**config.mk**
```make
export PLATFORM = sky130hd
export DESIGN_NAME = sprite_line_scheduler
export DESIGN_NICKNAME = d
export VERILOG_FILES = /design/src/rtl/sprite_line_scheduler_pkg.sv /design/src/rtl/sprite_line_scheduler_slot_render.sv /design/src/rtl/sprite_line_scheduler.sv
export SDC_FILE = /design/constraint.sdc
export NUM_CORES = 1
export LEC_CHECK = 0
export BUFFER_PORTS_ARGS = -buffer_cell sky130_fd_sc_hd__buf_2
export CORE_UTILIZATION = 60
export DETAILED_ROUTE_END_ITERATION = 16
export GPL_TIMING_DRIVEN = 0
export PLACE_DENSITY_LB_ADDON = 0.2
export SLEW_MARGIN = 0
export SYNTH_ARGS = -nofsm -noshare
export SYNTH_HDL_FRONTEND = slang
export SYNTH_SLANG_ARGS = --single-unit
```
**constraint.sdc**
```tcl
create_clock -name clk -period 37.4 [get_ports clk]
set_input_delay 1.87 -clock clk [delete_from_list [all_inputs] [get_ports clk]]
set_output_delay 1.87 -clock clk [all_outputs]
set_load 0.005 [all_outputs]
```
**src/rtl/sprite_line_scheduler_pkg.sv**
```systemverilog
// sprite_pkg: shared constants, FSM states and slot record for the sprite line scheduler
package sprite_pkg;
   localparam int NUM_SPRITES = 16;
   localparam int SLOTS = 4;
   localparam logic [1:0] FLD_X = 2'd0;
   localparam logic [1:0] FLD_Y = 2'd1;
   localparam logic [1:0] FLD_PAT = 2'd2;
   localparam logic [1:0] FLD_FLAGS = 2'd3;
   localparam int ENABLE = 0;
   localparam int HFLIP = 1;
   typedef enum logic [1:0] {IDLE, SCAN, FETCH} state_t;
   typedef struct packed {
      logic       valid;
      logic [3:0] index;
      logic [7:0] x;
      logic       hflip;
      logic [4:0] pattern;
      logic [2:0] row;
      logic [7:0] bits;
   } slot_t;
endpackage

```
**src/rtl/sprite_line_scheduler_slot_render.sv**
```systemverilog
// sprite_slot_render: decides whether one loaded slot paints an opaque pixel at hpos
module sprite_slot_render
   import sprite_pkg::*;
(
   input  logic [7:0] hpos,
   input  slot_t      slot,
   output logic       hit
);
   logic [7:0] dx;
   logic [2:0] b;
   // horizontal offset into the sprite, mirrored when flipped, selects one row bit
   always_comb begin
      dx = hpos - slot.x;
      b = slot.hflip ? ~dx[2:0] : dx[2:0];
      hit = slot.valid && dx[7:3] == 5'd0 && slot.bits[b];
   end
endmodule

```
**src/rtl/sprite_line_scheduler.sv**
```systemverilog
// sprite_line_scheduler: per-line sprite selection, pattern fetch and pixel composition
module sprite_line_scheduler
   import sprite_pkg::*;
(
   input  logic       clk,
   input  logic       reset,
   input  logic [7:0] hpos,
   input  logic [6:0] vpos,
   input  logic       hblank,
   input  logic       vsync,
   input  logic       cpu_we,
   input  logic [5:0] cpu_addr,
   input  logic [7:0] cpu_data,
   output logic       pat_req,
   output logic [7:0] pat_addr,
   input  logic       pat_ack,
   input  logic [7:0] pat_data,
   output logic       pixel,
   output logic [3:0] sprite_id,
   output logic       overflow
);
   logic [7:0] tbl [NUM_SPRITES][4];
   slot_t      slots [SLOTS];
   state_t     state;
   logic [3:0] spr_cnt;
   logic [2:0] slot_cnt;
   logic [2:0] fet;
   logic [6:0] tv;
   logic       hblank_q;
   logic       vsync_q;
   logic       hb_rise;
   logic       hb_fall;
   logic       vs_rise;
   logic [7:0] cx;
   logic [7:0] cy;
   logic [7:0] cp;
   logic [7:0] cf;
   logic [6:0] dy;
   logic       vis;
   logic       rec;
   logic [SLOTS-1:0] hits;
   logic       win;
   logic [3:0] win_id;

   // edge detects and the scan-side view of the entry under examination
   always_comb begin
      hb_rise = hblank && !hblank_q;
      hb_fall = !hblank && hblank_q;
      vs_rise = vsync && !vsync_q;
      cx = tbl[spr_cnt][FLD_X];
      cy = tbl[spr_cnt][FLD_Y];
      cp = tbl[spr_cnt][FLD_PAT];
      cf = tbl[spr_cnt][FLD_FLAGS];
      dy = tv - cy[6:0];
      vis = cf[ENABLE] && dy[6:3] == 4'd0;
      rec = vis && slot_cnt < 3'(SLOTS);
   end

   // attribute table, writable from the CPU at any time
   always_ff @(posedge clk or posedge reset)
      if (reset) begin
         for (int i = 0; i < NUM_SPRITES; i++)
            for (int j = 0; j < 4; j++)
               tbl[i][j] <= 8'h00;
      end else if (cpu_we) begin
         tbl[cpu_addr[5:2]][cpu_addr[1:0]] <= cpu_data;
      end

   // scan/fetch sequencer with abort on hblank fall and frame restart on vsync
   always_ff @(posedge clk or posedge reset)
      if (reset) begin
         state <= IDLE;
         spr_cnt <= 4'd0;
         slot_cnt <= 3'd0;
         fet <= 3'd0;
         tv <= 7'd0;
         pat_req <= 1'b0;
         pat_addr <= 8'h00;
         overflow <= 1'b0;
         hblank_q <= 1'b0;
         vsync_q <= 1'b0;
         for (int i = 0; i < SLOTS; i++) slots[i] <= '0;
      end else begin
         hblank_q <= hblank;
         vsync_q <= vsync;
         if (vs_rise) begin
            overflow <= 1'b0;
            state <= IDLE;
            pat_req <= 1'b0;
            for (int i = 0; i < SLOTS; i++) slots[i].valid <= 1'b0;
         end else begin
            if (state == FETCH && pat_req && pat_ack) begin
               slots[fet[1:0]].bits <= pat_data;
               slots[fet[1:0]].valid <= 1'b1;
               pat_req <= 1'b0;
               fet <= fet + 3'd1;
            end
            if (hb_fall && state != IDLE) begin
               state <= IDLE;
               pat_req <= 1'b0;
            end else if (state == IDLE) begin
               if (hb_rise) begin
                  state <= SCAN;
                  tv <= vpos + 7'd1;
                  spr_cnt <= 4'd0;
                  slot_cnt <= 3'd0;
                  fet <= 3'd0;
                  for (int i = 0; i < SLOTS; i++) slots[i].valid <= 1'b0;
               end
            end else if (state == SCAN) begin
               if (rec) begin
                  slots[slot_cnt[1:0]] <= {1'b0, spr_cnt, cx, cf[HFLIP], cp[4:0], dy[2:0], 8'h00};
                  slot_cnt <= slot_cnt + 3'd1;
               end else if (vis) begin
                  overflow <= 1'b1;
               end
               spr_cnt <= spr_cnt + 4'd1;
               if (spr_cnt == 4'(NUM_SPRITES - 1))
                  state <= (slot_cnt != 3'd0 || rec) ? FETCH : IDLE;
            end else if (!pat_req) begin
               if (fet == slot_cnt) begin
                  state <= IDLE;
               end else begin
                  pat_req <= 1'b1;
                  pat_addr <= {slots[fet[1:0]].pattern, slots[fet[1:0]].row};
               end
            end
         end
      end

   for (genvar g = 0; g < SLOTS; g++) begin : g_slot
      sprite_slot_render u_render (.hpos(hpos), .slot(slots[g]), .hit(hits[g]));
   end

   // lowest-numbered opaque slot wins, which is also the lowest sprite index
   always_comb begin
      win = 1'b0;
      win_id = 4'd0;
      for (int i = SLOTS - 1; i >= 0; i--)
         if (hits[i]) begin
            win = 1'b1;
            win_id = slots[i].index;
         end
   end

   // registered pixel output, blanked during hblank
   always_ff @(posedge clk or posedge reset)
      if (reset) begin
         pixel <= 1'b0;
         sprite_id <= 4'd0;
      end else begin
         pixel <= win && !hblank;
         sprite_id <= (win && !hblank) ? win_id : 4'd0;
      end
endmodule

```
# --- Yosys cells after proc, flatten, opt, wreduce, memory -nomap -nowiden ---
# Index checks and enable logic that the tools add are counted.
totals:
  register_bits: 668
  inputBits: 43
  out_inout_bits: 15
  wordCells: 292
op_classes:
  n_addsub: 9
  n_lt_le_gt_ge: 14
  eq_ne: 11
  n_mux: 95
  bitwise_logic: 15
  n_reduce_logical: 44
op_table:
  columns: ["cell", "n"]
  rows:
  - ["$mux W120", 5]
  - ["$bwmux W512", 1]
  - ["$bwmux W120", 3]
  - ["$demux W30 S2", 3]
  - ["$bmux W32 S4", 1]
  - ["$demux W32 S4", 1]
  - ["$mux W29", 4]
  - ["$mux W32", 3]
  - ["$bmux W30 S2", 1]
  - ["$mux W30", 2]
  - ["$mux W3", 12]
  - ["$mux W1", 33]
  - ["$mux W16", 2]
  - ["$mux W4", 8]
  - ["$sub A8 B8 Y8", 4]
  - ["$logic_and A1 B1 Y1", 21]
  - ["$logic_not A5 Y1", 4]
  - ["$mux W2", 9]
  - ["$demux W8 S2", 1]
  - ["$lt A3 B4 Y1 const B", 4]
  - ["$mux W8", 2]
  - ["$bmux W1 S3", 4]
  - ["$not A3 Y3", 4]
  - ["$reduce_and A4 Y1", 3]
  - ["29 further kinds", 53]

# --- Longest topological paths before layout ---
# Gate-level depths: netlist (run 1).
logic_depth:
  word_depth: 15
  mapped_depth: 20
  depth_no_buf: 13

# --- By module ---
# From an unflattened synthesis (run 1), not the netlist that was laid out.
unflattened:
  hier_cells: 1764
  hier_area_um2: 24957.7
by_module_without_submodules:
  columns: ["module", "instances", "cells_per_inst", "area_each_um2", "seq_area_each_um2"]
  rows:
  - ["sprite_line_scheduler", 1, 1552, 23050.9, 12712.2]
  - ["sprite_slot_render", 4, 53, 476.7, 0.0]

# --- Worst setup path after synthesis (run 1) ---
# Ideal clock, no wire load.
synth_path:
  path_type: "input to register"
  from: "in hpos[0]"
  to: "reg sprite_id[0]"
  setup_ps: 94
  arrival_time_ps: 4688
  t_required_ps: 37306
  setup_slack_ps: 32618
  cell_stages: 12
  n_path_buf: 0
  path_cell_list: "inv_1 -> ha_1 -> inv_1 -> fa_1 -> or3b_2 -> a21oi_1 -> a2111oi_0 -> mux2i_1 -> or4_1 -> a311o_1 -> a31o_2 -> a211oi_1"
synth_via:
  elab_chain_cells: 12
  word_cells_on_any_way: 42
  cone_classes: "4 x add/sub; 21 x mux; 4 x bitwise; 13 x reduce/logical"
synth_lines:
  columns: ["item", "line", "rtl"]
  rows:
  - ["start: declaration", "sprite_line_scheduler.sv:7", "input logic [7:0] hpos,"]
  - ["$sub A8 B8 Y8", "sprite_line_scheduler_slot_render.sv:13", "dx = hpos - slot.x;"]
  - ["$not A3 Y3", "sprite_line_scheduler_slot_render.sv:14", "b = slot.hflip ? ~dx[2:0] : dx[2:0];"]
  - ["$mux W3", "sprite_line_scheduler_slot_render.sv:14", null]
  - ["$bmux W1 S3", "sprite_line_scheduler_slot_render.sv:15", "hit = slot.valid && dx[7:3] == 5'd0 && slot.bits[b];"]
  - ["$mux W1 (not written as such)", "sprite_line_scheduler_slot_render.sv:15", null]
  - ["$logic_and A1 B1 Y1", "sprite_line_scheduler_slot_render.sv:15", null]
  - ["$mux W1 (4 in series)", "sprite_line_scheduler.sv:140", "if (hits[i]) begin"]
  - ["$logic_and A1 B1 Y1", "sprite_line_scheduler.sv:153", "sprite_id <= (win && !hblank) ? win_id : 4'd0;"]
  - ["$mux W4 (*)", "sprite_line_scheduler.sv:153", null]
  - ["end signal: assignment", "sprite_line_scheduler.sv:153", null]
  - ["end: declaration", "sprite_line_scheduler.sv:19", "output logic [3:0] sprite_id,"]
# Mark *: on every way between the ends. The rest lies on a longest branch, timed or not. The select of a mux whose other input is x is not followed.
# A chain may end at the register's enable or synchronous reset.

# --- Final worst setup path (run 1) ---
layout_path:
  from: "reg spr_cnt[1]"
  to: "reg slots[95] (netlist name)"
layout_via:
  elab_chain_cells: 12
layout_lines:
  columns: ["item", "line", "rtl"]
  rows:
  - ["start: declaration", "sprite_line_scheduler.sv:25", "logic [3:0] spr_cnt;"]
  - ["start signal: assignment", "sprite_line_scheduler.sv:117", "spr_cnt <= spr_cnt + 4'd1;"]
  - ["$not A4 Y5 (not written as such) (*)", "sprite_line_scheduler.sv:51, sprite_line_scheduler.sv:53", null]
  - ["$bmux W32 S4 (*)", "sprite_line_scheduler.sv:51, sprite_line_scheduler.sv:53", null]
  - ["$mux W32 (not written as such) (*) (2 in series)", "sprite_line_scheduler.sv:53", "cf = tbl[spr_cnt][FLD_FLAGS];"]
  - ["$sub A7 B7 Y7", "sprite_line_scheduler.sv:54", "dy = tv - cy[6:0];"]
  - ["$logic_not A4 Y1", "sprite_line_scheduler.sv:55", "vis = cf[ENABLE] && dy[6:3] == 4'd0;"]
  - ["$logic_and A1 B1 Y1 (*)", "sprite_line_scheduler.sv:55", null]
  - ["$logic_and A1 B1 Y1 (*)", "sprite_line_scheduler.sv:56", "rec = vis && slot_cnt < 3'(SLOTS);"]
  - ["$mux W120 (*)", "sprite_line_scheduler.sv:111", "if (rec) begin"]
  - ["$mux W120 (*)", "sprite_line_scheduler.sv:110", "end else if (state == SCAN) begin"]
  - ["$mux W29 (*)", "sprite_line_scheduler.sv:101", "end else if (state == IDLE) begin"]
  - ["$mux W120 (*)", "sprite_line_scheduler.sv:98", "if (hb_fall && state != IDLE) begin"]
  - ["end signal: indexed assignment", "sprite_line_scheduler.sv:112", "slots[slot_cnt[1:0]] <= {1'b0, spr_cnt, cx, cf[HFLIP], cp[4:0], dy[2:0], 8'h00};"]
  - ["end: declaration", "sprite_line_scheduler.sv:23", "slot_t slots [SLOTS];"]
# Marks and branches as above.

==> results of run 1 <==
stage by stage:
| step | util | worst slack, ns |
|---|---|---|
| 4_1_cts | 0.678 | 30.55 |
| 2_1_floorplan | - | 21.34 |
| 6_report | 0.678 | 30.51 |
| 3_3_place_gp | 0.632 | 16.53 |
| 3_5_place_dp | 0.634 | 30.56 |
| 5_1_grt | 0.678 | 30.27 |
placed cells by master (no fill, tap or decap), drive strengths merged, types with 10 or more instances in the layout:
cell / instances
a211oi: 14
a21oi: 27
a22o: 25
and2: 12
and3: 12
buf: 81
clkbuf: 150
clkinv: 10
dfrtp: 508
ha: 44
inv: 72
mux2: 438
mux2i: 22
mux4: 119
nand2: 87
nand2b: 12
nand3: 14
nor2: 54
nor3: 20
o21ai: 38
xnor2: 20
xor2: 17
worst min-delay path by stage:
stage	start	to	cells past startpoint
floorplan	tv[0]	tv[0]	2
global placement	pat_addr[0]	pat_addr[0]	2
detailed placement	slots[33]	slots[33]	1
CTS	pat_addr[0]	pat_addr[0]	2
global route	tbl[384]	tbl[384]	1
finish	pat_addr[0]	pat_addr[0]	2
synthesized netlist by cell type (9+ instances only):
cell type | number | area [um^2]
mux4_2 | 119 | 2680
a211oi_1 | 14 | 105
mux2i_1 | 22 | 220
buf_1 | 12 | 45.0
xor2_1 | 17 | 149
a22o_1 | 25 | 219
nand3_1 | 14 | 70.1
and3_1 | 9 | 56.3
mux2_2 | 382 | 4300
a31o_2 | 9 | 78.8
nand2_1 | 87 | 327
inv_1 | 69 | 259
a21oi_1 | 27 | 135
o21ai_0 | 38 | 190
nor2_1 | 54 | 203
ha_1 | 44 | 551
xnor2_1 | 20 | 175
and2_1 | 12 | 75.1
dfrtp_1 | 508 | 12700
mux2_4 | 56 | 841
nand2b_1 | 12 | 75.1
clkbuf_1 | 70 | 263
nor3_1 | 20 | 100
metal layers:
metal,vias to the layer above,wire length (um),GRT usage,part of all wire
li1,6749,-,-,-
met1,8453,26700,0.428,0.40
met3,166,4230,0.0648,0.064
met2,588,32400,0.538,0.49
met4,0,3260,0.161,0.049
met5,-,0,0,0
cell type report:
class | count | area (um^2) | area share
plain buffers | 97 | 429 | 0.0155
clock buffers | 80 | 1630 | 0.0588
clock inverters | 17 | 151 | 0.00546
inverters | 69 | 267 | 0.00961
multi-input cells | 1096 | 11500 | 0.416
flip-flops and latches | 508 | 12700 | 0.458
well taps | 532 | 666 | 0.0240
repair buffers | 54 | 338 | 0.0122
power breakdown:
group	switching (uW)	total [uW]	internal (uW)
Sequential	28.6	633	604
Combinational	141	266	125
Clock	222	536	314
critical path: stages (launching register included):
cell	delay [ns]
dfrtp_1	0.34
clkbuf_1	0.74
buf_1	0.68
buf_1	0.74
clkbuf_1	0.76
mux4_2	0.41
mux4_2	0.27
ha_1	0.16
inv_1	0.07
fa_1	0.42
and2_1	0.16
or3_1	0.35
a21oi_1	0.14
o21bai_1	0.08
xnor2_1	0.16
and3_1	0.28
nand3_1	0.16
buf_2	0.29
buf_2	0.25
a31o_2	0.28
sequential cells by signal, indices dropped and copies added (netlist names), 2 cells and up:
name	cells
fet	3
pat_addr	8
slot_cnt	3
slots	120
spr_cnt	4
sprite_id	4
state	2
tbl	352
tv	7
logic make-up (layout without fill, tap and decap cells):
group / Yosys count / after routing / synth area share
mux: 579 / 579 / 0.323
flops: 508 / 508 / 0.510
simple gates: 263 / 263 / 0.0526
compound gates: 167 / 167 / 0.0475
buf+inv: 166 / 317 / 0.0276
fa+ha+maj: 49 / 49 / 0.0261
xor+xnor: 38 / 38 / 0.0139
==> reports/results.tsv, run 1 <==
metric	value	unit
die_x	206	um
initial_core_util	0.609	
endpoint	slots[95]	
drv_cap	0	
drcViolationCount	0	
nets	1971	
grt_pass1_vias	16700	
synth-seq-cells	508	
antenna_found_initial	0	
worstMarginPinSlew	1.34	ns
timing.rr.start	spr_cnt[1]	
num_rows	74	
period_needed	6.89	ns
clockBufferDepth	3	
core_area	40900	um^2
finalCritPeriodShare	0.184	
drtAntennaViolNets	0	
cts_sinks	508	
finalSetupTns	0	ns
die_h	206	um
synth_warnings	0	
clkTransAtPathRegs	0.06	ns
fin_skew	0.0140	ns
cts_setup_buffers	0	
dieArea	42400	um^2
via_per_inst	6.50	
cts_hold_buf	0	
final_cell_area	27700	um^2
drt_first_iter_violations	1339	
fmax	0.145	GHz
groute.usage.overall	0.330	
status	completed	
vias	16000	
placed_cell_area	25900	um^2
hold_class	reg2reg	
endpoint_kind	flop	
whs	0.490	ns
drive_gt1_frac	0.385	
synth_edf_count	0	
final_cells	2453	
dp_hpwl	45.3	mm
cts-root-buf	clkbuf_16	
timing.rr.end	slots[95]	
dp.cells	2356	
cts_buffers	53	
start_kind	flop	
r2r_setup_slack	30.51	ns
finalHoldViolations	0	
async_flop_share	1.00	
fill_cells	2929	
avgSynthCellArea	14.1	um^2
syn_area	24900	um^2
cts_tree	yes	
ctsResizeCount	0	
firstDrtPassIters	6	
clock_latency	0.61	ns
p_leak	0.0127	uW
grt_setup_unrepaired	no	
reg2regPathDepth	19	
grt_start_max_net_pins	137	
port_buffers	51	
p_total	1440	uW
ir_drop	0.0390	mV
synth_nets	1862	
drv_slew	0	
htreeDepth	2	
grt.overflow.total	0	
ys.flop_type	dfrtp_1	
drt_wl_total	66.6	mm
synth_cell_types	65	
crit_path_start	spr_cnt[1]	
setup_viol	0	
diodes	0	
grt_pass1_wl	102	mm
criticalPathCategory	reg2reg	
syn_to_final_growth	11.2	%
crit_arrival	7.38	ns
place_congestion	0.947	
syn_inst	1770	
wl_per_cell	27.2	um
ios	58	
cp_max_fo	10	
power_density	51.8	nW/um^2
cp.required	37.89	ns
slew_headroom	0.105	
ys_seq_area_frac	0.510	
Power figures use the tool's default switching activity.
==> run 2: changes to the inputs <==
clock period = 7 ns   (was 37.4 ns; I/O delays follow)
==> run 2 against run 1 <==
Design area grew 0.68%. Clock skew grew 0.020 ns. Sequential cell count is the same. Wire length shrank 0.56%. Combinational power grew to 5.3 times the previous value. First-iteration DRC count shrank 1.6%. Global-route usage shrank 0.20 points. Sequential power grew to 5.3 times the previous value. Die area is the same. Cell count grew 0.37%. Worst hold slack lost 0.42 ns. Worst setup slack lost 30 ns.
==> reports/results.tsv, run 2 (synthesized netlist as in run 1, its figures left out) <==
metric	value	unit
status	completed	
setup_viol	0	
nets	1984	
dp.cells	2366	
criticalPathCategory	reg2reg	
drcViolationCount	0	
fin_skew	0.0336	ns
drt_first_iter_violations	1318	
cp.required	7.47	ns
power_density	275	nW/um^2
vias	15900	
wl_per_cell	26.9	um
cpPeakStageDelay	0.77	ns
largestRegisters	tbl (352), slots (120), pat_addr (8)	
dieArea	42400	um^2
initial_core_util	0.609	
layout_common_cells	dfrtp_1 (508), mux2_2 (382), mux4_2 (119)	
fmax	0.148	GHz
cts_hold_buf	4	
die_x	206	um
antenna_found_initial	0	
dp_hpwl	46.3	mm
worst_slack	0.232	ns
firstDrtPassIters	5	
die_h	206	um
finalHoldViolations	0	
final_common_cell	dfrtp_1	
crit_path_start	spr_cnt[1]	
grt_setup_unrepaired	no	
cp_max_fo	10	
cts_sinks	508	
core_area	40900	um^2
num_rows	74	
crit_arrival	7.24	ns
drive_gt1_frac	0.385	
whs	0.0679	ns
critical-path-top-delay-family	buffers and inverters	
crit_slowest_cell	clkbuf_1	
timing.rr.start	spr_cnt[1]	
grt_pass1_vias	16500	
clockBufferDepth	3	
htreeDepth	2	
ir_drop	0.203	mV
crit_cells	18	
grt_start_max_net_pins	45	
cts_tree	yes	
drv_cap	0	
hold_depth	2	
clkTransAtPathRegs	0.06	ns
fin_util	0.682	
ios	58	
critPathBufInv	7	
final_cells	2462	
via_per_inst	6.46	
slew_headroom	0.125	
place_congestion	0.948	
endpoint_kind	flop	
p_leak	0.0128	uW
hold_start	pat_data[2]	
period_needed	6.77	ns
grt_pass1_wl	101	mm
place_ws	0.327	ns
worstMarginPinSlew	1.31	ns
drv_slew	0	
crit_chain	clkbuf_1 -> buf_1 -> buf_1 -> clkbuf_1 -> mux4_2 -> mux4_2 -> ha_1 -> inv_1 -> fa_1 -> and2_1 -> o21ai_0 -> o41a_1 -> nand3_1 -> and3_1 -> nand3_1 -> buf_2 -> buf_2 -> a31o_2	
cts_setup_buffers	0	
grt.overflow.total	0	
largest_register	tbl	
port_buffers	51	
finalSetupTns	0	ns
cts-root-buf	clkbuf_16	
hold_class	in2reg	
finalCritPeriodShare	0.967	
syn_to_final_growth	12.0	%
drt_wl_total	66.2	mm
ctsResizeCount	0	
largest_register_ffs	352	
start_kind	flop	
groute.usage.overall	0.328	
drtAntennaViolNets	0	
cts_buffers	52	
clock_latency	0.61	ns
reg2regPathDepth	18	
==> run 2: cell types whose count changed in the layout (fill, tap and decap cells not counted), sizes merged <==
| cell | change |
|---|---|
| clkinvlp | -1 |
| buf | +10 |
| bufinv | +3 |
| inv | -3 |
| dlygate4sd3 | +4 |
| clkinv | -3 |
| diode | +1 |
| clkbuf | -2 |
==> run 2: path summary, 6_finish.rpt <==
check,end,slack [ns]
min,slots[32],0.07
max,slots[95],0.23
min reg2reg,slots[63],0.50
max in group asynchronous,tbl[203],4.98
min in group asynchronous,slots[29],0.36
max reg2reg,slots[95],0.23
==> run 2: layout make-up <==
class                   instances  area (um^2)
plain buffers                  97          429
inverters                      69          263
clock buffers                  78         1550
diodes                          1         2.50
flip-flops and latches        508        12700
well taps                     532          666
fillers                      2865        13000
repair buffers                 68          556
multi-input cells            1096        11500
clock inverters                13          205
==> run 2: worst register-to-register path, stage by stage (launching register included) <==
cell and delay [ns]:
dfrtp_1 0.36, clkbuf_1 0.69, buf_1 0.58, buf_1 0.75, clkbuf_1 0.78, mux4_2 0.47
mux4_2 0.52, ha_1 0.19, inv_1 0.09, fa_1 0.22, and2_1 0.16, o21ai_0 0.15
o41a_1 0.35, nand3_1 0.12, and3_1 0.25, nand3_1 0.15, buf_2 0.29, buf_2 0.25
a31o_2 0.29
==> run 2: report_power, final <==
group | total (uW) | internal (uW) | switching (uW) | leakage (uW)
clock network | 2860 | 1700 | 1160 | 0.000867
logic | 1420 | 679 | 745 | 0.00515
registers | 3380 | 3230 | 153 | 0.00681
==> run 2: routing by layer <==
metal / routed length, um / global-route usage / vias up
li1: - / - / 6782
met1: 27000 / 0.440 / 8390
met2: 31900 / 0.525 / 572
met3: 4000 / 0.0553 / 169
met4: 3340 / 0.159 / 0
met5: 0 / 0 / -
==> run 2: through the flow <==
stage               power [uW]  area, um^2
floorplan                 4390       24900
global placement          4760       25900
detailed placement        4840       26100
CTS                       7690       27900
global route              7950       27900
finish                    7670       27900
==> run 3: changes to the inputs <==
CORE_UTILIZATION = 45   (was 60)
==> run 3 against run 2 <==
Clock skew shrank 0.0020 ns. Maximum frequency grew 4.8%. Worst setup slack gained 0.31 ns. Design area grew 1.3%. Critical endpoint is now slots[94]. Die area grew 33%.
==> reports/results.tsv, run 3 (synthesized netlist as in run 1, its figures left out) <==
metric	value	unit
initial_core_util	0.460	
clock_latency	0.62	ns
nets	1986	
largest_register_ffs	352	
vias	15700	
p_total	7860	uW
power.switching	2130	uW
crit_arrival	6.94	ns
grt_start_max_net_pins	45	
endpoint_kind	flop	
drcViolationCount	0	
drv_cap	0	
groute.usage.overall	0.256	
dp_hpwl	48.6	mm
die_x	237	um
cts_sinks	508	
ir_drop	0.222	mV
setup_viol	0	
worstMarginPinSlew	1.34	ns
drtAntennaViolNets	0	
swShare	0.270	
finalCritPeriodShare	0.923	
htreeDepth	2	
status	completed	
seqPwrFrac	0.430	
hold_depth	2	
grt_pass1_wl	106	mm
crit_slowest_cell	clkdlybuf4s15_1	
drt_first_iter_violations	1227	
cts-root-buf	clkbuf_16	
criticalPathCategory	reg2reg	
p_leak	0.0129	uW
grt_setup_unrepaired	no	
cts_tree	yes	
clkTransAtPathRegs	0.06	ns
drive_gt1_frac	0.389	
syn_to_final_growth	13.5	%
cpPeakStageDelay	0.73	ns
grt_pass1_vias	16300	
crit_chain	clkbuf_1 -> clkdlybuf4s15_1 -> clkbuf_2 -> clkdlybuf4s15_1 -> mux4_2 -> mux4_2 -> inv_1 -> ha_1 -> and2_1 -> or3_1 -> a21oi_1 -> o21bai_1 -> xnor2_1 -> and3_1 -> nand3_1 -> buf_2 -> buf_2 -> a31o_2	
drt_wl_total	70.0	mm
r2r_setup_slack	0.54	ns
worstHoldEndpoint	slots[66]	
wl_per_cell	26.6	um
finalHoldViolations	0	
fin_skew	0.0316	ns
largestRegisters	tbl (352), slots (120), pat_addr (8)	
hold_class	in2reg	
cp.required	7.48	ns
power_density	278	nW/um^2
reg2regPathDepth	18	
p_int	5740	uW
dp.cells	2530	
timing.rr.end	slots[94]	
drv_slew	0	
core_area	54200	um^2
antenna_found_initial	2	
start_kind	flop	
layout_common_cells	dfrtp_1 (508), mux2_2 (382), mux4_2 (119)	
hold_start	pat_data[6]	
port_buffers	51	
grt.overflow.total	0	
final_common_cell	dfrtp_1	
die_h	237	um
place_congestion	0.864	
p_comb_frac	0.185	
critical-path-top-delay-family	buffers and inverters	
whs	0.0523	ns
slew_headroom	0.104	
largest_register	tbl	
firstDrtPassIters	5	
fin_util	0.522	
final_cells	2634	
via_per_inst	5.94	
crit_path_start	spr_cnt[1]	
cts_buffers	54	
critPathBufInv	7	
fmax	0.155	GHz
period_needed	6.46	ns
clockBufferDepth	3	
cp_max_fo	10	
p_clk_frac	0.386	
num_rows	85	
dieArea	56400	um^2
timing.rr.start	spr_cnt[1]	
ios	58	
run 3: cell type report:
cell class | instances | area, um^2
Buffer | 97 | 444
Inverter | 69 | 263
Timing Repair Buffer | 68 | 563
Clock buffer | 84 | 1680
Fill cell | 4557 | 25900
Tap cell | 696 | 871
Sequential cell | 508 | 12700
Clock inverter | 15 | 225
Multi-Input combinational cell | 1096 | 11500
Antenna cell | 1 | 2.50
run 3: metal layers:
layer,up-vias,GRT usage,wire (um)
met4,2,0.0911,2490
met1,8300,0.345,29900
met3,130,0.0416,3490
li1,6785,-,-
met2,434,0.420,34000
met5,-,0,8
run 3: power by group through the flow:
stage	logic [uW]	registers [uW]	clock network [uW]
2_1_floorplan	1010	3380	0
3_3_place_gp	1400	3420	0
3_5_place_dp	1450	3430	0
4_1_cts	1460	3370	3080
5_1_grt	1560	3410	3200
6_report	1450	3380	3030
run 3: repair_timing:
item | CTS | global route
hold buffers | 4 | 0
setup endpoints to repair | 0 | 10
hold endpoints to repair | 35 | 0
resized for setup | 0 | 8
setup buffers | 0 | 0
run 3: through the flow:
step                setup TNS (ns)  setup slack (ns)  cell area, um^2
global placement          -1548.74             -3.13            26100
detailed placement               0             0.319            26300
global route                     0             0.276            28300
finish                           0             0.540            28300
CTS                              0             0.307            28300
floorplan                  -125.16            -0.246            24900
run 3: worst register-to-register path, cell delays in order, from the launching register on:
cell and delay [ns]:
dfrtp_1 0.35, clkbuf_1 0.60, clkdlybuf4s15_1 0.72, clkbuf_2 0.49
clkdlybuf4s15_1 0.74, mux4_2 0.44, mux4_2 0.53, inv_1 0.09
ha_1 0.25, and2_1 0.17, or3_1 0.33, a21oi_1 0.14
o21bai_1 0.09, xnor2_1 0.15, and3_1 0.27, nand3_1 0.14
buf_2 0.30, buf_2 0.26, a31o_2 0.28
run 3: worst max-delay path by stage:
stage	end	slack [ns]	cells after the start
floorplan	fet[0]	-0.25	1
global placement	tbl[394]	-3.13	2
detailed placement	slots[95]	0.32	18
CTS	slots[94]	0.31	18
global route	slots[94]	0.28	18
finish	slots[94]	0.54	18
